### src/rtl/inpacker_tx_pkg.sv
// Shared definitions for the input packer transmit block.
//   BYTE_W  : width of the packed byte
//   state_t : handshake FSM encoding (idle / offering a byte)
package inpacker_tx_pkg;

    localparam int BYTE_W = 8;

    typedef enum logic {
        ST_IDLE = 1'b0,
        ST_SEND = 1'b1
    } state_t;

endpackage

### src/rtl/inpacker_tx_if.sv
// Byte hand-off between the input packer and the UART transmit path.
//   o_byte  : packed, debounced byte (source -> sink)
//   o_valid : o_byte is offered       (source -> sink)
//   i_ready : sink can accept a byte  (sink -> source)
// Modports: master = packer side, slave = transmitter side.
interface inpacker_tx_if;
    import inpacker_tx_pkg::*;

    logic [BYTE_W-1:0] o_byte;
    logic              o_valid;
    logic              i_ready;

    modport master (output o_byte, output o_valid, input i_ready);
    modport slave  (input o_byte, input o_valid, output i_ready);

endinterface

### src/rtl/inpacker_tx_sync_ff2.sv
// Two-flop synchroniser for a bundle of asynchronous single-bit inputs.
// Each bit is synchronised independently; no coherence across bits.
//   clk : sampling clock
//   rst : synchronous active-high reset, clears both stages
//   d   : asynchronous input vector
//   q   : synchronised output vector (two clock edges of latency)
module sync_ff2 #(
    parameter int WIDTH = 1
) (
    input  logic             clk,
    input  logic             rst,
    input  logic [WIDTH-1:0] d,
    output logic [WIDTH-1:0] q
);

    logic [WIDTH-1:0] meta;

    always_ff @(posedge clk) begin
        if (rst) begin
            meta <= '0;
            q    <= '0;
        end else begin
            meta <= d;
            q    <= meta;
        end
    end

endmodule

### src/rtl/inpacker_tx.sv
// Packs eight asynchronous board inputs (i_a = bit 0 ... i_h = bit 7) into
// a byte, synchronises and debounces it, and offers it to the UART transmit
// path over a valid/ready handshake whenever the debounced value differs
// from the last byte that was accepted downstream.
//
// Ports:
//   i_clk      : system clock
//   i_rst      : synchronous active-high reset
//   i_a .. i_h : asynchronous single-bit inputs
//   tx         : inpacker_tx_if.master (o_byte, o_valid out; i_ready in)
//
// Build option:
//   PERIODIC_RESEND_EN : when defined, the current debounced byte is also
//                        re-offered after RESEND_CYCLES idle cycles with no
//                        send. Undefined: sends happen on change only.
module inpacker_tx
    import inpacker_tx_pkg::*;
#(
    parameter int DEBOUNCE_CYCLES = 100000,
    parameter int CNT_W           = 17,
    parameter int RESEND_CYCLES   = 100000000
) (
    input  logic i_clk,
    input  logic i_rst,
    input  logic i_a,
    input  logic i_b,
    input  logic i_c,
    input  logic i_d,
    input  logic i_e,
    input  logic i_f,
    input  logic i_g,
    input  logic i_h,
    inpacker_tx_if.master tx
);

    // Reject configurations the counters cannot represent.
    if (DEBOUNCE_CYCLES < 2) begin : g_bad_debounce
        $error("inpacker_tx: DEBOUNCE_CYCLES must be 2 or more");
    end
    if ((64'd1 << CNT_W) <= 64'(DEBOUNCE_CYCLES)) begin : g_bad_cnt_w
        $error("inpacker_tx: CNT_W too small for DEBOUNCE_CYCLES");
    end
    if (RESEND_CYCLES < 2) begin : g_bad_resend
        $error("inpacker_tx: RESEND_CYCLES must be 2 or more");
    end

    localparam logic [CNT_W-1:0] CNT_MAX = CNT_W'(DEBOUNCE_CYCLES - 1);

    logic [BYTE_W-1:0] raw;
    logic [BYTE_W-1:0] sync;
    logic [BYTE_W-1:0] cand;
    logic [BYTE_W-1:0] stable;
    logic [BYTE_W-1:0] last_sent;
    logic [BYTE_W-1:0] byte_q;
    logic [CNT_W-1:0]  cnt;
    logic              send_go;
    state_t            state;
    state_t            state_next;

    assign raw = {i_h, i_g, i_f, i_e, i_d, i_c, i_b, i_a};

    sync_ff2 #(
        .WIDTH (BYTE_W)
    ) u_sync (
        .clk (i_clk),
        .rst (i_rst),
        .d   (raw),
        .q   (sync)
    );

    // Debounce: cand is the previous synchronised sample; cnt counts
    // consecutive cycles where it did not change, saturating at CNT_MAX.
    always_ff @(posedge i_clk) begin
        if (i_rst) begin
            cand   <= '0;
            cnt    <= '0;
            stable <= '0;
        end else begin
            cand <= sync;
            if (sync != cand) begin
                cnt <= '0;
            end else if (cnt != CNT_MAX) begin
                cnt <= cnt + 1'b1;
            end
            if ((sync == cand) && (cnt == CNT_MAX)) begin
                stable <= cand;
            end
        end
    end

`ifdef PERIODIC_RESEND_EN
    localparam int               IDLE_W   = $clog2(RESEND_CYCLES);
    localparam logic [IDLE_W-1:0] IDLE_MAX = IDLE_W'(RESEND_CYCLES - 1);

    logic [IDLE_W-1:0] idle_cnt;

    // Counts idle cycles without a send; any send (change-triggered or
    // forced) and any cycle in SEND clears it.
    always_ff @(posedge i_clk) begin
        if (i_rst) begin
            idle_cnt <= '0;
        end else if ((state == ST_SEND) || send_go) begin
            idle_cnt <= '0;
        end else begin
            idle_cnt <= idle_cnt + 1'b1;
        end
    end

    always_comb begin
        send_go = (stable != last_sent) || (idle_cnt == IDLE_MAX);
    end
`else
    always_comb begin
        send_go = (stable != last_sent);
    end
`endif

    // FSM state register
    always_ff @(posedge i_clk) begin
        if (i_rst) begin
            state <= ST_IDLE;
        end else begin
            state <= state_next;
        end
    end

    // FSM next-state logic
    always_comb begin
        state_next = state;
        case (state)
            ST_IDLE: if (send_go)    state_next = ST_SEND;
            ST_SEND: if (tx.i_ready) state_next = ST_IDLE;
            default:                 state_next = ST_IDLE;
        endcase
    end

    // FSM outputs: valid is exactly "in SEND", so it can only drop through
    // a handshake or a reset.
    always_comb begin
        tx.o_valid = (state == ST_SEND);
        tx.o_byte  = byte_q;
    end

    // Offered byte is captured on entry to SEND and frozen there; last_sent
    // is updated only by an accepted handshake.
    always_ff @(posedge i_clk) begin
        if (i_rst) begin
            byte_q    <= '0;
            last_sent <= '0;
        end else begin
            if ((state == ST_IDLE) && send_go) begin
                byte_q <= stable;
            end
            if ((state == ST_SEND) && tx.i_ready) begin
                last_sent <= byte_q;
            end
        end
    end

endmodule
### src/flat_wrapper.sv
// flat-port wrapper written by rule: the top's interface ports become plain ports
module inpacker_tx_flat import inpacker_tx_pkg::*;
#(
    parameter int DEBOUNCE_CYCLES = 100000,
    parameter int CNT_W           = 17,
    parameter int RESEND_CYCLES   = 100000000
)
  (i_clk, i_rst, i_a, i_b, i_c, i_d, i_e, i_f, i_g, i_h, tx_o_byte, tx_o_valid, tx_i_ready);
  inpacker_tx_if tx_i ();
  input  logic i_clk;
  input  logic i_rst;
  input  logic i_a;
  input  logic i_b;
  input  logic i_c;
  input  logic i_d;
  input  logic i_e;
  input  logic i_f;
  input  logic i_g;
  input  logic i_h;
  output wire logic [$bits(tx_i.o_byte)-1:0] tx_o_byte;
  output wire logic [$bits(tx_i.o_valid)-1:0] tx_o_valid;
  input wire logic [$bits(tx_i.i_ready)-1:0] tx_i_ready;
  assign tx_o_byte = tx_i.o_byte;
  assign tx_o_valid = tx_i.o_valid;
  assign tx_i.i_ready = tx_i_ready;
  inpacker_tx #(.DEBOUNCE_CYCLES(DEBOUNCE_CYCLES), .CNT_W(CNT_W), .RESEND_CYCLES(RESEND_CYCLES)) u_core (.i_clk(i_clk), .i_rst(i_rst), .i_a(i_a), .i_b(i_b), .i_c(i_c), .i_d(i_d), .i_e(i_e), .i_f(i_f), .i_g(i_g), .i_h(i_h), .tx(tx_i));
endmodule
### config.mk
export PLATFORM = sky130hd
export DESIGN_NAME = inpacker_tx_flat
export DESIGN_NICKNAME = d
export VERILOG_FILES = /design/src/rtl/inpacker_tx_pkg.sv /design/src/rtl/inpacker_tx_if.sv /design/src/rtl/inpacker_tx_sync_ff2.sv /design/src/rtl/inpacker_tx.sv /design/src/flat_wrapper.sv
export SDC_FILE = /design/constraint.sdc
export NUM_CORES = 1
export LEC_CHECK = 0
export BUFFER_PORTS_ARGS = -buffer_cell sky130_fd_sc_hd__buf_2
export CAP_MARGIN = 20
export CORE_ASPECT_RATIO = 0.8
export CORE_UTILIZATION = 36
export CTS_CLUSTER_SIZE = 25
export DETAILED_ROUTE_END_ITERATION = 16
export PLACE_DENSITY = 0.55
export SLEW_MARGIN = 25
export SYNTH_ARGS = -nofsm -noshare
export SYNTH_HDL_FRONTEND = slang
export SYNTH_SLANG_ARGS = --single-unit
export TNS_END_PERCENT = 10
### constraint.sdc
create_clock -name i_clk -period 2.4 [get_ports i_clk]
set_input_delay 0.12 -clock i_clk [delete_from_list [all_inputs] [get_ports i_clk]]
set_output_delay 0.12 -clock i_clk [all_outputs]
set_load 0.005 [all_outputs]
==> results of run 1 <==
## sequential cells by signal, summed over array words and instances (netlist names)
register	cells
u_core.tx.o_byte	8
u_core.cnt	17
u_core.u_sync.q	8
u_core.stable	8
u_core.cand	8
u_core.u_sync.meta	8
u_core.tx.o_valid	1
u_core.last_sent	8
## cells in the mapped netlist, types with 5 or more instances
library cell and n:
dfxtp_1 66, nor2b_1 24, a21oi_1 21, nand2_1 16
nand2b_1 16, nand4_1 16, xor2_1 16, clkbuf_1 12
nand3_1 12, nor2_1 9, xnor2_1 9, mux2i_1 8
o31ai_1 8, or3_1 5
## cells in the final DEF, fill, tap and decap left out, types with 9 or more instances in the layout
master,Yosys,routed
nand3_1,12,12
dfxtp_1,66,66
a21oi_1,21,21
nand2b_1,16,16
xnor2_1,9,9
xor2_1,16,16
clkbuf_8,0,11
nor2b_1,24,24
nand2_1,16,16
buf_2,1,19
nand4_1,16,16
nor2_1,9,9
## power groups by stage
stage | registers (mW) | clock network (mW) | logic [mW]
2_1_floorplan | 1.14 | 0 | 0.0844
3_3_place_gp | 1.15 | 0 | 0.102
3_5_place_dp | 1.15 | 0 | 0.0996
4_1_cts | 1.12 | 0.979 | 0.110
5_1_grt | 1.12 | 1.03 | 0.120
6_report | 1.12 | 0.942 | 0.109
## cells by family (layout without fill, tap and decap cells)
group	count (synthesis)	count (layout)	synth area share
DFF	66	66	0.4995
buffers and inverters	18	48	0.03878
AOI/OAI and AO/OA	41	41	0.09508
and+or+nand+nor	113	113	0.2488
adders and majority gates	1	1	0.004730
muxes	8	8	0.03028
xor gates and xnor gates	25	25	0.08278
## what timing repair did
| action | in CTS | in global routing |
|---|---|---|
| setup endpoints to repair | 0 | 0 |
| hold buffers | 8 | 0 |
| endpoints found under the hold margin | 8 | 0 |
## critical path: cells and delay by family (launching register included)
kind | cells | cell delay, ps
XOR/XNOR | 1 | 170
AND/OR/NAND/NOR | 2 | 1110
flip-flops | 1 | 320
AO/OA/AOI/OAI | 1 | 210
## stage by stage
stage | total power, mW | area, sq um | cells | util | setup WS (ps)
after floorplan | 1.229 | 2645 | 272 | - | 515.0
after global placement | 1.248 | 2780 | 365 | 0.3976 | 495.3
after detailed placement | 1.246 | 2780 | 365 | 0.3976 | 513.0
after CTS | 2.210 | 3065 | 389 | 0.4384 | 484.3
after global routing | 2.271 | 3065 | 389 | 0.4384 | 320.5
final | 2.172 | 3065 | 389 | 0.4384 | 506.9
## routing by layer
layer,track usage,up-vias,share of wire,routed length (microns)
met2,0.2085,28,0.44,2037
met5,0,-,0,0
met4,0.05455,0,0.015,71
met3,0.05343,9,0.042,197
met1,0.1640,897,0.50,2348
li1,-,998,-,-
## final cells by class
cell class | count | area [sq um]
clock buffers | 12 | 155.1
clock inverters | 4 | 50.05
fillers | 709 | 3928
inverters | 1 | 3.754
multi-input cells | 188 | 1221
flip-flops and latches | 66 | 1321
well taps | 87 | 108.9
repair buffers | 31 | 205.2
## worst max path at each step
stage	end	slack, ps	cells after the start
after floorplan	u_core.cnt[15]	510	7
after global placement	u_core.cnt[4]	500	4
after detailed placement	u_core.cnt[3]	510	4
after CTS	u_core.cnt[3]	480	4
after global routing	u_core.stable[3]	320	5
final	u_core.cnt[3]	510	4
==> reports/metrics.cfg, run 1 <==
[synth]
synthCells = 272
synthArstFlopShare = 0
synth_seq_area_share = 0.4995
synth_top_area_share = 0.4995
syn_nets = 284
synth-edff-count = 0
avgSynthCellArea_sq_um = 9.724
synth_area_leaders = dfxtp_1 (50%), nor2b_1 (5.7%), xor2_1 (5.3%)
synth_area_leader_cell = dfxtp_1
ys_warn_count = 0
synth_flop_cell = dfxtp_1
ys_seq_elements = 66
syn-cell-area_sq_um = 2645
synthDistinctLibCells = 36

[die]
fp-row-count = 27
fp.dieW_microns = 97.84
core_sq_um = 6993
start_util = 0.3782
ioPinCount = 20
die-area_sq_um = 7696
die_h_microns = 78.67

[critical_path]
cp_slowest_cell = or4_4
ff2ff_setup_slack_ps = 510
cp_data_arrival_time_ps = 2140
cp_slowest_stage_delay_ps = 610
ff2ff_path_depth = 4
reg2reg_from = u_core.cand[5]
cp.required_ps = 2640
cp-startpoint = u_core.cand[5]
worstSetupEndpointType = flop
worst_setup_path_start_kind = flop
reg2reg_to = u_core.cnt[3]
path_class = flop to flop
cp_cell_sequence = xor2_1, or4_4, or3_4, a211oi_1
cp_max_fo = 17

[pwr]
combPwrFrac = 0.050
p_leak_nw = 1.108
p_int_mw = 1.697
power.density_nw_per_um2 = 708.5
p_switching_uw = 475.0
seqPwrFrac = 0.516
clkPwrFrac = 0.434
peakVddDrop_uv = 387.3
swShare = 0.2187

[timing]
period_share = 0.7888
period_needed_ps = 1893
drv_slew = 0
finalSetupViolations = 0
finalHoldViolCount = 0
tightest_slew_ps = 881.9
clock_skew_ps = 8.528
fmax_mhz = 528.2
fin_tns_setup_ps = 0
relSlewSlack = 0.4120
rsz0062_at_grt = false
hold_ws_ps = 119.7

[routing]
vias = 1932
drt_iter0_markers = 52
remaining_drc_errors = 0
wl_microns = 4655
viasPerCell = 4.967
first_pass_iters = 4
ant_nets = 0
routedWlPerCell_microns = 11.97

[placement]
dpl.hpwl_microns = 3038
place.gp.congestion = 0.7642
portBuffers = 19

[final_layout]
n_antenna_cell = 0
finalNetCount = 309
syn_to_final_growth_pct = 15.89
drive_gt1_frac = 0.1424

[clock_tree]
clk_latency_ps = 340
clock-root-buffer = clkbuf_8
cts_max_path_buffers = 2
cts_tree = built
cts_setup_buffers = 0
numCtsBuffers = 9
cts_resized = 0
path_clk_slew_ps = 70
htreeDepth = 3
cts.sink_count = 66

[global_routing]
grt_pass1_wl_microns = 8073
globalRouteTotalUtil = 0.1336
antenna_found_initial = 0
grt_pass1_vias = 1824
grt_overflow = 0
grt_max_degree = 59

[run_status]
status = completed

[min_path]
hold_path.startpoint = tx_i_ready
hold_class = primary input to flop
hold_end = u_core.tx.o_valid
worstHoldPathCells = 2

[flow_run]
cap_violations = 0

No activity file was read; power rests on OpenSTA's default activity.
==> run 2: changes to the inputs <==
--- a/config.mk
+++ b/config.mk
@@ -5,13 +5,14 @@
 export SDC_FILE = /design/constraint.sdc
 export NUM_CORES = 1
 export LEC_CHECK = 0
+export ABC_AREA = 1
 export BUFFER_PORTS_ARGS = -buffer_cell sky130_fd_sc_hd__buf_2
 export CAP_MARGIN = 20
 export CORE_ASPECT_RATIO = 0.8
 export CORE_UTILIZATION = 36
 export CTS_CLUSTER_SIZE = 25
 export DETAILED_ROUTE_END_ITERATION = 16
-export PLACE_DENSITY = 0.55
+export PLACE_DENSITY = 0.57
 export SLEW_MARGIN = 25
 export SYNTH_ARGS = -nofsm -noshare
 export SYNTH_HDL_FRONTEND = slang
==> constraint.sdc (replaced) <==
create_clock -name i_clk -period 1.65 [get_ports i_clk]
set_input_delay 0.0825 -clock i_clk [delete_from_list [all_inputs] [get_ports i_clk]]
set_output_delay 0.0825 -clock i_clk [all_outputs]
set_load 0.005 [all_outputs]
==> reports/metrics.cfg, run 2 <==
[critical_path]
cp_slowest_stage_delay_ps = 370  ; was 610 ps
worstSetupEndpointType = flop  ; unchanged
cp_cell_sequence = ha_2, nand3_1, nor2_2, nand2_2, inv_2, nand2_1, or2_1, a21oi_2  ; was xor2_1, or4_4, or3_4, a211oi_1
reg2reg_from = u_core.cnt[1]  ; was u_core.cand[5]
cp.depth = 8  ; was 4
ff2ff_path_depth = 8  ; was 4
worst_setup_path_start_kind = flop  ; unchanged
cp_slowest_cell = dfxtp_1  ; was or4_4
crit_buf_inv = 1  ; was 0
crit_end = u_core.cnt[14]  ; was u_core.cnt[3]
crit_family = simple AND/OR/NAND/NOR gates  ; unchanged
cp.required_ps = 1930  ; was 2640 ps
ff2ff_setup_slack_ps = 160  ; was 510 ps
path_class = flop to flop  ; unchanged
cp_data_arrival_time_ps = 1770  ; was 2140 ps
cp-startpoint = u_core.cnt[1]  ; was u_core.cand[5]
cp_max_fo = 5  ; was 17
reg2reg_to = u_core.cnt[14]  ; was u_core.cnt[3]

[synth]
synthArstFlopShare = 0  ; unchanged
synth_flop_cell = dfxtp_1  ; unchanged
syn-cell-area_sq_um = 2851  ; was 2645 sq um
synthCells = 398  ; was 272
synth.most_common_cell = nand2_1  ; was dfxtp_1
synthDistinctLibCells = 26  ; was 36
syn_nets = 410  ; was 284
avgSynthCellArea_sq_um = 7.165  ; was 9.724 sq um
synth_area_leader_cell = dfxtp_1  ; unchanged
ys_seq_elements = 66  ; unchanged
synth-edff-count = 0  ; unchanged
synth_area_leaders = dfxtp_1 (46%), nand2_1 (11%), nor2_1 (9.7%)  ; was dfxtp_1 (50%), nor2b_1 (5.7%), xor2_1 (5.3%)
synth_top_area_share = 0.4634  ; was 0.4995
synth_seq_area_share = 0.4634  ; was 0.4995
ys_warn_count = 0  ; unchanged
synthTopCellsByCount = nand2_1 (81), nor2_1 (74), dfxtp_1 (66), inv_1 (60), a21oi_1 (28)  ; was dfxtp_1 (66), nor2b_1 (24), a21oi_1 (21)

[routing]
drt_iter0_markers = 91  ; was 52
routedWlPerCell_microns = 9.710  ; was 11.97 microns
viasPerCell = 4.330  ; was 4.967
ant_nets = 0  ; unchanged
wl_microns = 5263  ; was 4655 microns
vias = 2347  ; was 1,932
remaining_drc_errors = 0  ; unchanged
first_pass_iters = 4  ; unchanged

[final_layout]
final_cell_mix = nand2_1 (80), nor2_1 (74), dfxtp_1 (66)  ; was dfxtp_1 (66), nor2b_1 (24), a21oi_1 (21)
largest_register_ffs = 17  ; unchanged
top_register = u_core.cnt  ; unchanged
n_antenna_cell = 0  ; unchanged
syn_to_final_growth_pct = 17.95  ; was 15.89%
fin_util = 0.4465  ; was 0.4384
final_common_cell = nand2_1  ; was dfxtp_1
finalNetCount = 444  ; was 309
nFillCells = 763  ; was 709
stdcell_count = 542  ; was 389
drive_gt1_frac = 0.1510  ; was 0.1424

[clock_tree]
path_clk_slew_ps = 80  ; was 70 ps
cts.sink_count = 66  ; unchanged
cts_max_path_buffers = 2  ; unchanged
clk_latency_ps = 350  ; was 340 ps
cts_tree = built  ; unchanged
htreeDepth = 3  ; unchanged
clock-root-buffer = clkbuf_8  ; unchanged
numCtsBuffers = 9  ; unchanged

[global_routing]
grtUsageMet1 = 0.1804  ; was 0.1640
globalRouteTotalUtil = 0.1470  ; was 0.1336
grt_max_degree = 26  ; was 59
use_met3 = 0.05957  ; was 0.05343
busiest_layer = met2  ; unchanged
grt_util_met2 = 0.2331  ; was 0.2085
grt_pass1_wl_microns = 9294  ; was 8073 microns
grt_overflow = 0  ; unchanged
grt_pass1_vias = 2198  ; was 1,824
antenna_found_initial = 0  ; unchanged

[timing]
finalSetupViolations = 0  ; unchanged
rsz0062_at_grt = false  ; unchanged
fmax_mhz = 672.6  ; was 528.2 MHz
finalHoldViolCount = 0  ; unchanged
fin_tns_setup_ps = 0  ; unchanged
drv_slew = 0  ; unchanged
clock_skew_ps = 11.84  ; was 8.528 ps
period_share = 0.9011  ; was 0.7888
relSlewSlack = 0.6674  ; was 0.4120
hold_ws_ps = 166.8  ; was 119.7 ps
tightest_slew_ps = 498.3  ; was 881.9 ps
period_needed_ps = 1487  ; was 1893 ps

[placement]
post-place-cells = 517  ; was 365
dpl.hpwl_microns = 3687  ; was 3038 microns
portBuffers = 19  ; unchanged
place.gp.congestion = 0.7875  ; was 0.7642

[pwr]
p_leak_nw = 1.392  ; was 1.108 nW
power.density_nw_per_um2 = 1160  ; was 708.5 nW/um^2
peakVddDrop_uv = 719.1  ; was 387.3 uV

[die]
core_sq_um = 7532  ; was 6993 sq um
ioPinCount = 20  ; unchanged
die_h_microns = 81.60  ; was 78.67 microns
fp-row-count = 28  ; was 27
start_util = 0.3786  ; was 0.3782
die-area_sq_um = 8283  ; was 7696 sq um
fp.dieW_microns = 101.5  ; was 97.84 microns

[min_path]
hold_class = primary input to flop  ; unchanged

[flow_run]
cap_violations = 0  ; unchanged

[run_status]
status = completed  ; unchanged

[run 2: cell families after synthesis]
logic type	share of synthesized area
buffers and inverters	0.1071
adders and majority gates	0.004387
xor gates and xnor gates	0.03686
DFF	0.4634
AOI/OAI and AO/OA	0.08249
and+or+nand+nor	0.3058
[run 2: layer usage]
metal / wire (microns) / part of all wire
met1: 2793 / 0.53
met4: 78 / 0.015
met5: 0 / 0
met3: 199 / 0.038
met2: 2190 / 0.42
[run 2: area by class of cell]
type / count / area [sq um] / share of cell area
Multi-Input combinational cell: 257 / 1230 / 0.3657
Timing Repair Buffer: 34 / 240.2 / 0.07143
Sequential cell: 66 / 1321 / 0.3929
Clock buffer: 9 / 123.9 / 0.03683
Inverter: 64 / 240.2 / 0.07143
Tap cell: 105 / 131.4 / 0.03906
Clock inverter: 7 / 76.32 / 0.02269
[run 2: report_power, final]
group          total, mW  internal (mW)  leakage [nW]  switching [mW]
clock               1.36          0.707        0.0962           0.656
combinational      0.707          0.287         0.757           0.420
sequential          1.83           1.74         0.539          0.0888
total               3.90           2.74          1.39            1.16
[run 2: worst reg2reg max path: cells and delay by family (launching register included)]
kind	cells	cell delay, ps
compound gates	1	100
simple gates	5	640
flops	1	370
fa+ha+maj	1	240
buf+inv	1	70
[run 2: through the flow]
stage / cell area, sq um / power (mW) / setup WS [ps]
after global routing: 3363 / 4.163 / 17.28
after global placement: 3058 / 2.542 / 101.8
after CTS: 3338 / 3.959 / 28.04
after floorplan: 2851 / 2.362 / 172.1
after detailed placement: 3058 / 2.563 / 41.56
final: 3363 / 3.903 / 163.2
[run 2: repair_timing]
item                                    CTS  global route
setup buffers                             0             1
gates resized for setup                   0             2
hold endpoints to repair                  8             0
endpoints found under the setup margin    0            12
hold buffers                              8             0
[run 2: worst min-delay path by stage]
stage,startpoint,endpoint,slack [ps],depth (start not counted)
2_1_floorplan,i_a,u_core.u_sync.meta[0],190,2
3_3_place_gp,i_c,u_core.u_sync.meta[2],280,3
3_5_place_dp,i_d,u_core.u_sync.meta[3],290,3
4_1_cts,i_rst,u_core.stable[3],160,5
5_1_grt,i_rst,u_core.stable[3],160,5
6_report,i_rst,u_core.stable[3],170,5
==> run 3: changes to the inputs <==
--- a/config.mk
+++ b/config.mk
@@ -12,8 +12,10 @@
 export CORE_UTILIZATION = 36
 export CTS_CLUSTER_SIZE = 25
 export DETAILED_ROUTE_END_ITERATION = 16
+export GPL_TIMING_DRIVEN = 0
+export HOLD_SLACK_MARGIN = 0.06
 export PLACE_DENSITY = 0.57
-export SLEW_MARGIN = 25
+export SLEW_MARGIN = 10
 export SYNTH_ARGS = -nofsm -noshare
 export SYNTH_HDL_FRONTEND = slang
 export SYNTH_SLANG_ARGS = --single-unit
==> reports/metrics.cfg, run 3 (synthesis results as in run 2) <==
[critical_path]
path_class = flop to flop  ; unchanged
reg2reg_from = u_core.cnt[1]  ; unchanged
worst_setup_path_start_kind = flop  ; unchanged
ff2ff_path_depth = 9  ; was 8
cp.required_ps = 1880  ; was 1930 ps
cp_cell_sequence = ha_2, nand3_4, nor2_2, nand2_2, nor2_4, buf_4, nand3_1, nand2_1, nor2_1  ; was ha_2, nand3_1, nor2_2, nand2_2, inv_2, nand2_1, or2_1, a21oi_2
cp_slowest_stage_delay_ps = 370  ; about the same
ff2ff_setup_slack_ps = 120  ; was 160 ps
cp_slowest_cell = dfxtp_1  ; unchanged
worstSetupEndpointType = flop  ; unchanged
cp_max_fo = 6  ; was 5
reg2reg_to = u_core.stable[7]  ; was u_core.cnt[14]
cp_data_arrival_time_ps = 1760  ; was 1770 ps

[clock_tree]
path_clk_slew_ps = 80  ; about the same
numCtsBuffers = 9  ; unchanged
cts_tree = built  ; unchanged
clock-root-buffer = clkbuf_8  ; unchanged
htreeDepth = 3  ; unchanged
clk_latency_ps = 340  ; was 350 ps
cts.sink_count = 66  ; unchanged
cts_max_path_buffers = 2  ; unchanged

[timing]
clock_skew_ps = 11.40  ; was 11.84 ps
period_needed_ps = 1529  ; was 1487 ps
fmax_mhz = 654.1  ; was 672.6 MHz
relSlewSlack = 0.6763  ; was 0.6674
finalHoldViolCount = 0  ; unchanged
tightest_slew_ps = 485.6  ; was 498.3 ps
rsz0062_at_grt = true  ; was false
drv_slew = 0  ; unchanged
period_share = 0.9266  ; was 0.9011
finalSetupViolations = 0  ; unchanged
layout_setup_ws_ps = 121.2  ; was 163.2 ps

[die]
core_sq_um = 7532  ; unchanged
fp.dieW_microns = 101.5  ; unchanged
die_h_microns = 81.60  ; unchanged
start_util = 0.3786  ; unchanged
ioPinCount = 20  ; unchanged
die-area_sq_um = 8283  ; unchanged
fp-row-count = 28  ; unchanged

[min_path]
worstHoldPathCells = 2  ; was 5
hold_path.startpoint = i_rst  ; unchanged
hold_end = u_core.u_sync.meta[3]  ; was u_core.stable[3]
hold_class = primary input to flop  ; unchanged

[pwr]
power.density_nw_per_um2 = 1200  ; was 1160 nW/um^2
peakVddDrop_uv = 641.7  ; was 719.1 uV
p_leak_nw = 1.390  ; was 1.392 nW

[run_status]
status = completed  ; unchanged

[final_layout]
final_common_cell = nand2_1  ; unchanged
top_register = u_core.cnt  ; unchanged
n_antenna_cell = 0  ; unchanged
fin_util = 0.4498  ; was 0.4465
syn_to_final_growth_pct = 18.82  ; was 17.95%
largest_register_ffs = 17  ; unchanged
final_cell_mix = nand2_1 (80), nor2_1 (74), dfxtp_1 (65)  ; was nand2_1 (80), nor2_1 (74), dfxtp_1 (66)
finalNetCount = 448  ; was 444
drive_gt1_frac = 0.1429  ; was 0.1510

[placement]
dp_slack_ps = -23.69  ; was 41.56 ps
dpl.hpwl_microns = 3969  ; was 3687 microns
portBuffers = 18  ; was 19
place.gp.congestion = 0.7909  ; was 0.7875

[routing]
drt_iter0_markers = 75  ; was 91
vias = 2371  ; was 2,347
first_pass_iters = 4  ; unchanged
routedWlPerCell_microns = 10.20  ; was 9.710 microns
wl_microns = 5570  ; was 5263 microns
ant_nets = 0  ; unchanged
viasPerCell = 4.342  ; was 4.330
remaining_drc_errors = 0  ; unchanged

[global_routing]
grt_overflow = 0  ; unchanged
grt_max_degree = 13  ; was 26
grt_pass1_wl_microns = 9729  ; was 9294 microns
globalRouteTotalUtil = 0.1547  ; was 0.1470
grt_pass1_vias = 2220  ; was 2,198
antenna_found_initial = 0  ; unchanged

[flow_run]
cap_violations = 0  ; unchanged

run 3: through the flow:
stage               std cells  hold slack [ps]  area [sq um]  power (mW)  setup TNS (ps)
finish                    546            63.88          3388       4.066               0
global route              546            94.01          3388       4.340          -31.00
CTS                       545            65.95          3376       4.109               0
detailed placement        521            290.8          3073       2.590          -23.69
global placement          521            282.7          3073       2.578               0
floorplan                 398            189.5          2851       2.362               0
run 3: area by class of cell:
cell class | instances | area, sq um
plain buffers | 11 | 67.56
clock buffers | 10 | 127.6
clock inverters | 6 | 91.34
fillers | 783 | 4144
inverters | 64 | 240.2
multi-input cells | 257 | 1230
flip-flops and latches | 66 | 1323
well taps | 105 | 131.4
repair buffers | 27 | 177.7
run 3: power breakdown:
| part | internal [mW] | total (mW) | switching [mW] |
|---|---|---|---|
| logic | 0.305 | 0.740 | 0.434 |
| registers | 1.74 | 1.84 | 0.0933 |
| clock network | 0.853 | 1.49 | 0.635 |
run 3: worst max-delay path by stage:
stage | start | endpoint | slack [ps] | depth (start not counted)
floorplan | u_core.cnt[0] | u_core.stable[1] | 170 | 9
global placement | u_core.cnt[0] | u_core.stable[1] | 6 | 9
detailed placement | u_core.cnt[0] | u_core.stable[1] | -20 | 9
CTS | u_core.cnt[1] | u_core.stable[1] | 60 | 9
global route | u_core.u_sync.q[0] | u_core.cnt[13] | -30 | 9
finish | u_core.cnt[1] | u_core.stable[7] | 120 | 9
run 3: timing repair:
action                                  4_1_cts  5_1_grt
pin swaps                                     0        1
endpoints found under the setup margin        1        5
setup buffers                                 0        1
endpoints found under the hold margin         8        0
hold buffers                                  8        0
resized for setup                             2        2
run 3: per-layer routing:
| metal | up-vias | global-route usage | part of all wire |
|---|---|---|---|
| li1 | 1290 | - | - |
| met1 | 1050 | 0.2064 | 0.55 |
| met2 | 29 | 0.2318 | 0.42 |
| met3 | 2 | 0.06128 | 0.026 |
| met4 | 0 | 0.04058 | 0.0048 |
| met5 | - | 0 | 0 |
run 3: worst max-delay path, delay by kind of cell (launching register included):
family	cells	cell delay, ps
adders and majority gates	1	240
and+or+nand+nor	7	650
buffers and inverters	1	160
DFF	1	370
